$ cat src/rtl/instr_fetch_unit_if.sv
// IF/ID handshake bundle between the fetch stage and decode.
// Fetch drives the held instruction; decode answers with ready.
interface instr_fetch_unit_if #(
   parameter int PC_WIDTH = 8
);
   logic                if_valid;
   logic [31:0]         if_instr;
   logic [PC_WIDTH-1:0] if_pc_plus4;
   logic                id_ready;

   modport master (
      output if_valid,
      output if_instr,
      output if_pc_plus4,
      input  id_ready
   );

   modport slave (
      input  if_valid,
      input  if_instr,
      input  if_pc_plus4,
      output id_ready
   );
endinterface

$ cat src/rtl/instr_fetch_unit.sv
// Fetch stage: owns the PC, reads the instruction ROM and loads IF/ID.
// Handles stalls, jump/branch redirect with flush, and PC wrap-around.
module instr_fetch_unit #(
   parameter int                PC_WIDTH  = 8,
   parameter logic [PC_WIDTH-1:0] RESET_PC = 8'h00,
   parameter int                CNT_WIDTH = 16
) (
   input  logic                 i_clk,
   input  logic                 i_reset,
   output logic [PC_WIDTH-1:0]  o_pc_addr,
   input  logic [31:0]          i_imem_instr,
   input  logic                 i_branch_taken,
   input  logic [PC_WIDTH-1:0]  i_branch_base,
   input  logic [15:0]          i_branch_offset,
   input  logic                 i_jump,
   input  logic [25:0]          i_jump_target,
   output logic [CNT_WIDTH-1:0] o_fetch_count,
   instr_fetch_unit_if.master   ifid
);

   typedef enum logic {
      S_BOOT,
      S_RUN
   } state_t;

   state_t               r_state;
   logic [PC_WIDTH-1:0]  r_pc;
   logic                 r_valid;
   logic [31:0]          r_instr;
   logic [PC_WIDTH-1:0]  r_pc_plus4;
   logic [CNT_WIDTH-1:0] r_cnt;

   logic [PC_WIDTH-1:0]  w_pc_plus4;
   logic [31:0]          w_br_ext;
   logic [27:0]          w_jmp_full;
   logic [PC_WIDTH-1:0]  w_br_target;
   logic [PC_WIDTH-1:0]  w_jmp_target;
   logic [PC_WIDTH-1:0]  w_redir_pc;
   logic                 w_redirect;
   logic                 w_load;
   logic                 w_unused;

   assign w_pc_plus4   = r_pc + PC_WIDTH'(4);
   assign w_br_ext     = {{14{i_branch_offset[15]}},
                          i_branch_offset, 2'b00};
   assign w_jmp_full   = {i_jump_target, 2'b00};
   assign w_br_target  = i_branch_base + w_br_ext[PC_WIDTH-1:0];
   assign w_jmp_target = w_jmp_full[PC_WIDTH-1:0];
   assign w_redirect   = i_jump | i_branch_taken;
   assign w_load       = (!r_valid || ifid.id_ready) && !w_redirect;

   // Upper target bits fall outside the 256-byte ROM space.
   assign w_unused = ^{w_jmp_full[27:PC_WIDTH],
                       w_br_ext[31:PC_WIDTH]};

   always_comb begin
      w_redir_pc = w_br_target;
      if (i_jump) begin
         w_redir_pc = w_jmp_target;
      end
   end

   always_ff @(posedge i_clk) begin
      if (i_reset) begin
         r_state    <= S_BOOT;
         r_pc       <= RESET_PC;
         r_valid    <= 1'b0;
         r_instr    <= '0;
         r_pc_plus4 <= '0;
         r_cnt      <= '0;
      end else begin
         unique case (r_state)
            S_BOOT: begin
               r_state <= S_RUN;
            end
            S_RUN: begin
               // Flush wins over a stall: the held word is wrong-path.
               if (w_redirect) begin
                  r_pc    <= w_redir_pc;
                  r_valid <= 1'b0;
               end else if (w_load) begin
                  r_instr    <= i_imem_instr;
                  r_pc_plus4 <= w_pc_plus4;
                  r_valid    <= 1'b1;
                  r_pc       <= w_pc_plus4;
                  r_cnt      <= r_cnt + CNT_WIDTH'(1);
               end
            end
            default: begin
               r_state <= S_BOOT;
            end
         endcase
      end
   end

   assign o_pc_addr        = r_pc;
   assign o_fetch_count    = r_cnt;
   assign ifid.if_valid    = r_valid;
   assign ifid.if_instr    = r_instr;
   assign ifid.if_pc_plus4 = r_pc_plus4;

endmodule

$ cat src/flat_wrapper.sv
// flat-port wrapper written by rule: the top's interface ports become plain ports
module instr_fetch_unit_flat 
#(
   parameter int                PC_WIDTH  = 8,
   parameter logic [PC_WIDTH-1:0] RESET_PC = 8'h00,
   parameter int                CNT_WIDTH = 16
)
  (i_clk, i_reset, o_pc_addr, i_imem_instr, i_branch_taken, i_branch_base, i_branch_offset, i_jump, i_jump_target, o_fetch_count, ifid_if_valid, ifid_if_instr, ifid_if_pc_plus4, ifid_id_ready);
  instr_fetch_unit_if #(.PC_WIDTH(PC_WIDTH)) ifid_i ();
  input  logic i_clk;
  input  logic i_reset;
  output logic [PC_WIDTH-1:0] o_pc_addr;
  input  logic [31:0] i_imem_instr;
  input  logic i_branch_taken;
  input  logic [PC_WIDTH-1:0] i_branch_base;
  input  logic [15:0] i_branch_offset;
  input  logic i_jump;
  input  logic [25:0] i_jump_target;
  output logic [CNT_WIDTH-1:0] o_fetch_count;
  output wire logic [$bits(ifid_i.if_valid)-1:0] ifid_if_valid;
  output wire logic [$bits(ifid_i.if_instr)-1:0] ifid_if_instr;
  output wire logic [$bits(ifid_i.if_pc_plus4)-1:0] ifid_if_pc_plus4;
  input wire logic [$bits(ifid_i.id_ready)-1:0] ifid_id_ready;
  assign ifid_if_valid = ifid_i.if_valid;
  assign ifid_if_instr = ifid_i.if_instr;
  assign ifid_if_pc_plus4 = ifid_i.if_pc_plus4;
  assign ifid_i.id_ready = ifid_id_ready;
  instr_fetch_unit #(.PC_WIDTH(PC_WIDTH), .RESET_PC(RESET_PC), .CNT_WIDTH(CNT_WIDTH)) u_core (.i_clk(i_clk), .i_reset(i_reset), .o_pc_addr(o_pc_addr), .i_imem_instr(i_imem_instr), .i_branch_taken(i_branch_taken), .i_branch_base(i_branch_base), .i_branch_offset(i_branch_offset), .i_jump(i_jump), .i_jump_target(i_jump_target), .o_fetch_count(o_fetch_count), .ifid(ifid_i));
endmodule
$ cat config.mk
export PLATFORM = sky130hd
export DESIGN_NAME = instr_fetch_unit_flat
export DESIGN_NICKNAME = d
export VERILOG_FILES = /design/src/rtl/instr_fetch_unit_if.sv /design/src/rtl/instr_fetch_unit.sv /design/src/flat_wrapper.sv
export SDC_FILE = /design/constraint.sdc
export NUM_CORES = 1
export LEC_CHECK = 0
export ABC_CLOCK_PERIOD_IN_PS = 6200
export CAP_MARGIN = 10
export CORE_ASPECT_RATIO = 1.25
export CORE_MARGIN = 2
export CORE_UTILIZATION = 43
export DETAILED_ROUTE_END_ITERATION = 10
export PLACE_DENSITY_LB_ADDON = 0.12
export SYNTH_ARGS = -nofsm -noshare
export SYNTH_HDL_FRONTEND = slang
export SYNTH_SLANG_ARGS = --single-unit
$ cat constraint.sdc
create_clock -name i_clk -period 6.2 [get_ports i_clk]
set_input_delay 1.55 -clock i_clk [delete_from_list [all_inputs] [get_ports i_clk]]
set_output_delay 1.55 -clock i_clk [all_outputs]
set_load 0.01 [all_outputs]
==> run metrics, run 1 <==
drt total wl ~7500 um; worst setup margin approximately 2.3 ns; reg2reg path depth 4; Setup TNS Final 0 ns; DR pass1 iterations 4; critical path class in -> reg; cts hold-fix bufs 0; vias in the first global route roughly 2600; Port Buffer Count around 120; Antenna Cells 0; WL/cell 13.32 um; Final Slew Violations 0; ys async rst share 0%; worst ir drop on vdd 0.0001339 V; RSZ-0062 raised after global routing false; filler instances ~610; post-synth cell types 45; Post-Place Cell Area 4164 um^2; full die area 7532 um^2; Worst Hold Class reg -> reg; final period utilization between 60% and 70%; pwr dens 215.2 nW/um^2; Vias 2943; hold path cells 2; pin count of the biggest net entering global routing 66; Boundary Pins ~150; Die X slightly below 80 um; clock transition at the registers of the reported paths 0.07 ns; largest area contributor in the netlist dfxtp_1; Syn. warnings 0; Mapped Area slightly below 3000 um^2; Via-to-Cell Ratio between 5 and 6; Final setup viols 0; CTS tree built; Die Y 96.53 um; post-synthesis sequential area ratio 44.86%; drt drc 0; ys flop type dfxtp_1; first-iteration detailed-routing DRC count between 100 and 150; Comb pwr share 14.4%; Post-CTS Setup Bufs 0; commonest non-fill, non-tap cells in the layout clkdlybuf4s50_1, nand2_1, dfxtp_1; routability cong. 0.7537; Sw Ratio 24.42%; CP required 6.42 ns; Core Footprint around 6600 um^2; Synth top area share between 40% and 50%; Critical R2R Launch u_core.r_state; post-DP HPWL 5298 um; highest clock rate 0.2574 GHz; nets@finish 569; Reg2Reg Setup Slack 4.01 ns; #FFs+latches synth 66; CTS H-tree lvls 3; initial antenna violation count 0; area grow syn2layout 48.00%; post-place setup slack 1.960 ns; final hold vios 0; syn avg cell area 8.047 um^2; leakage power 1.513 nW; R2R Path End u_core.ifid.if_pc_plus4[7]; P_int 0.7091 mW; Syn Inst Count 366; commonest non-fill, non-tap cell in the layout clkdlybuf4s50_1; GRT overflow 0; CP arrival 4.11 ns; Tightest Pin Transition 1.218 ns; Clock Skew 0.007083 ns; min-delay src u_core.ifid.if_instr[1]; Max-Cap Viols 0; first-pass GRT wire length 11920 um; WHS Endpoint u_core.ifid.if_instr[1]; Flop pwr share 47.8%; status completed; Slew headroom a little under a fifth; cts repair resizes 0; Startpoint Class input port; Total Routing Usage GR 19.76%; main area contributors after synthesis dfxtp_1, nand2_1, a21oi_1; Psw roughly 0.23 mW; clock network power share 37.8%; worst skew pair latency 0.33 ns; Max clock buf depth 2; syn nets 461; antenna-violating nets left 0; number of synthesized flops with an enable pin 0; Crit. End Element register; Core Rows 33; Post-Layout Inst Area around 4400 um^2; # clock sinks 66; Initial Util between 40 and 50%; min Tclk post-route 3.885 ns; crit-path max FO 46; clock root buffer master clkbuf_8; CTS Buf Count 9; layout cells sized above 1 under 10%
-- kinds of logic (layout without fill, tap and decap cells) --
family / count (synthesis) / after routing / share of synthesized area, %
adders and majority gates: 8 / 8 / 3.653
and+or+nand+nor: 156 / 156 / 24.04
xor gates and xnor gates: 12 / 12 / 3.568
DFF: 66 / 66 / 44.86
AOI/OAI and AO/OA: 89 / 89 / 18.35
buffers and inverters: 33 / 146 / 4.800
muxes: 2 / 2 / 0.7222
-- final cells by class --
| type | count | area (um^2) | area share, % |
|---|---|---|---|
| well taps | 87 | 108.9 | 2.497 |
| flip-flops and latches | 66 | 1321 | 30.31 |
| clock buffers | 11 | 141.4 | 3.243 |
| multi-input cells | 267 | 1490 | 34.18 |
| repair buffers | 122 | 1214 | 27.84 |
| inverters | 8 | 30.03 | 0.6889 |
| clock inverters | 5 | 53.80 | 1.234 |
-- cells in the mapped netlist (all sizes together), types with 5 or more instances --
cell type   n
nand2      82
dfxtp      66
a21oi      52
nor2       26
clkbuf     19
inv         8
nand3       8
a211oi      7
ha          7
nand2b      7
o21ai       7
xnor2       7
buf         6
or3         6
nor4        5
o31ai       5
xor2        5
-- worst max path at each step --
stage / startpoint / to / slack [ns]
after CTS: i_jump / u_core.ifid.if_pc_plus4[7] / 2.30
after detailed placement: i_jump / u_core.ifid.if_pc_plus4[7] / 1.96
after global placement: i_branch_taken / u_core.o_fetch_count[0] / 2.03
after floorplan: i_branch_taken / u_core.o_fetch_count[15] / 2.87
after global routing: i_jump / u_core.ifid.if_pc_plus4[7] / 2.10
final: i_jump / u_core.ifid.if_pc_plus4[7] / 2.32
-- worst max-delay path, cell delays in order --
cell             delay [ns]
clkdlybuf4s50_1        0.74
or3b_1                 0.63
nor2_4                 0.82
nor2_1                 0.09
a211oi_1               0.26
-- metrics by stage --
stage | utilization (%) | std cells | hold slack, ns | power (mW)
floorplan | - | 366 | 0.4449 | 0.5198
global route | 65.98 | 566 | 0.4761 | 0.9829
detailed placement | 63.03 | 550 | 0.4467 | 0.5935
finish | 65.98 | 566 | 0.4520 | 0.9382
CTS | 65.98 | 566 | 0.4562 | 0.9493
global placement | 63.03 | 550 | 0.4410 | 0.5911
-- power by group through the flow --
stage	sequential, mW	combinational (mW)	clock, mW
after floorplan	0.462	0.0582	0
after global placement	0.457	0.134	0
after detailed placement	0.458	0.135	0
after CTS	0.448	0.136	0.365
after global routing	0.450	0.148	0.385
final	0.448	0.136	0.354
-- state kept, by name, summed over array words and instances, names as in the netlist --
name and count:
u_core.ifid.if_pc_plus4 8, u_core.ifid.if_valid 1, u_core.o_pc_addr 8, u_core.ifid.if_instr 32, u_core.o_fetch_count 16, u_core.r_state 1
-- routing by layer --
metal  global-route usage, %  wire length, um  vias to the layer above
met5                       0                0                        -
met3                   5.948              448                        9
li1                        -                -                     1484
met1                   22.87             3165                     1366
met2                   35.13             3846                       84
met4                   6.433               81                        0
(Power assumes the default switching activity.)
==> run 2: changes to the inputs <==
--- a/config.mk
+++ b/config.mk
@@ -5,11 +5,11 @@
 export SDC_FILE = /design/constraint.sdc
 export NUM_CORES = 1
 export LEC_CHECK = 0
-export ABC_CLOCK_PERIOD_IN_PS = 6200
+export ABC_CLOCK_PERIOD_IN_PS = 3900
 export CAP_MARGIN = 10
 export CORE_ASPECT_RATIO = 1.25
 export CORE_MARGIN = 2
-export CORE_UTILIZATION = 43
+export CORE_UTILIZATION = 40
 export DETAILED_ROUTE_END_ITERATION = 10
 export PLACE_DENSITY_LB_ADDON = 0.12
 export SYNTH_ARGS = -nofsm -noshare
==> constraint.sdc (replaced) <==
create_clock -name i_clk -period 3.9 [get_ports i_clk]
set_input_delay 0.975 -clock i_clk [delete_from_list [all_inputs] [get_ports i_clk]]
set_output_delay 0.975 -clock i_clk [all_outputs]
set_load 0.01 [all_outputs]
==> run metrics, run 2 (synthesized netlist as in run 1, its figures left out) <==
Buf/Inv on CP 1 (unchanged); Max-Cap Viols 0 (unchanged); GRT overflow 0 (unchanged); Final Util 61.24% (-4.7 points); clock root buffer master clkbuf_8; highest clock rate about 0.35 GHz; vias in the first global route 2758 (+5.1%); drt drc 0 (unchanged); CTS H-tree lvls 3 (unchanged); cts hold-fix bufs 0 (unchanged); Slew headroom 51.45% (+33 points); Antenna Cells 0 (unchanged); post-place setup slack 0.6917 ns (-1.268 ns); pin count of the biggest net entering global routing 47 (-29%); min Tclk post-route 2.865 ns; commonest non-fill, non-tap cell in the layout clkdlybuf4s50_1; Die Y 99.94 um (+3.5%); Core Rows 35 (+6.1%); layout cells sized above 1 5.176% (+1.0 points); Boundary Pins 152 (unchanged); DR pass1 iterations 4 (unchanged); Port Buffer Count 121 (unchanged); area grow syn2layout 51.15%; antenna-violating nets left 0 (unchanged); worst skew pair latency 0.34 ns (about the same); Setup TNS Final 0 ns (unchanged); Clock Skew 0.006946 ns (-0.0001372 ns); drt total wl 7659 um (+1.6%); CTS Buf Count 9 (unchanged); first-iteration detailed-routing DRC count 134 (+11%); final hold vios 0 (unchanged); post-DP HPWL 5478 um (+3.4%); Tightest Pin Transition 0.7268 ns (-0.4908 ns); Startpoint Class input port; cts repair resizes 0 (unchanged); Die X 80.75 um (+3.5%); # clock sinks 66 (unchanged); Initial Util 40.52% (-4.1 points); Worst Hold Class reg -> reg; commonest non-fill, non-tap cells in the layout clkdlybuf4s50_1, nand2_1, dfxtp_1; pwr dens 369.7 nW/um^2 (+72%); Post-Place Cell Area 4200 um^2 (+0.87%); crit path cell chain clkdlybuf4s50_1, or3b_1, or3_1, or4_1, a21oi_1; Post-CTS Setup Bufs 0 (unchanged); CP required 4.17 ns (-2.25 ns); Vias 2933 (-0.34%); Crit. End Element register; max reg flops 32 (unchanged); full die area 8070 um^2 (+7.1%); clock transition at the registers of the reported paths 0.07 ns (about the same); max incr delay on CP 0.54 ns (-0.28 ns); status completed; Post-Layout Inst Area 4452 um^2 (+2.1%); CTS tree built; RSZ-0062 raised after global routing false; Final Slew Violations 0 (unchanged); Final setup viols 0 (unchanged); critical path's slowest cell or4_1; crit-path max FO 9 (-80%); critical path's top delay family simple AND/OR/NAND/NOR gates; Total Routing Usage GR 19.59% (-0.17 points); WL/cell 13.32 um (about the same); Core Footprint 7269 um^2 (+10%); final period utilization 73.47%; routability cong. 0.8561 (+14%); leakage power 1.559 nW (+3.0%); first-pass GRT wire length 12540 um (+5.3%); initial antenna violation count 0 (unchanged); worst setup margin 1.035 ns (-1.281 ns); critical path class in -> reg; CP arrival 3.13 ns (-0.98 ns); worst ir drop on vdd 0.0002259 V (+69%); nets@finish 573 (+0.70%); Max clock buf depth 2 (unchanged); Via-to-Cell Ratio 5.101 (-1.9%)
[run 2: area by class of cell]
type	instances	area [um^2]
fillers	655	2818
multi-input cells	267	1490
flip-flops and latches	66	1321
repair buffers	126	1244
clock buffers	11	151.4
well taps	92	115.1
clock inverters	5	100.1
inverters	8	30.03
[run 2: stage by stage]
step	std cells	total power, mW	hold WS, ns
after CTS	575	1.665	0.4558
final	575	1.646	0.4528
after global routing	575	1.713	0.4735
after global placement	559	0.9437	0.4407
after detailed placement	559	0.9462	0.4453
after floorplan	366	0.8264	0.4449
[run 2: final timing paths]
check                                         startpoint                  endpoint  slack, ns  cells past startpoint
worst max-delay path                      i_branch_taken  u_core.o_fetch_count[15]       1.03                      5
worst min-delay path            u_core.ifid.if_instr[21]  u_core.ifid.if_instr[21]       0.45                      2
worst max register to register            u_core.r_state  u_core.o_fetch_count[15]       1.72                      4
worst min register to register  u_core.ifid.if_instr[21]  u_core.ifid.if_instr[21]       0.45                      2
[run 2: power by group]
group | internal, mW | switching, mW | leakage [nW] | total, mW
clock | 0.457 | 0.258 | 0.129 | 0.715
combinational | 0.123 | 0.0952 | 0.893 | 0.218
sequential | 0.695 | 0.0176 | 0.537 | 0.713
[run 2: worst reg2reg max path, stage by stage (launching register included)]
cell and delay [ns]:
dfxtp_1 0.40, or3b_1 0.50, or3_1 0.52, or4_1 0.54, a21oi_1 0.15
[run 2: layer usage]
layer	global-route usage, %	vias to the layer above	share of wire, %
met3	4.856	11	6.1
met1	23.51	1327	44
li1	-	1497	-
met2	33.33	98	48
met4	7.823	0	1.6
met5	0	-	0
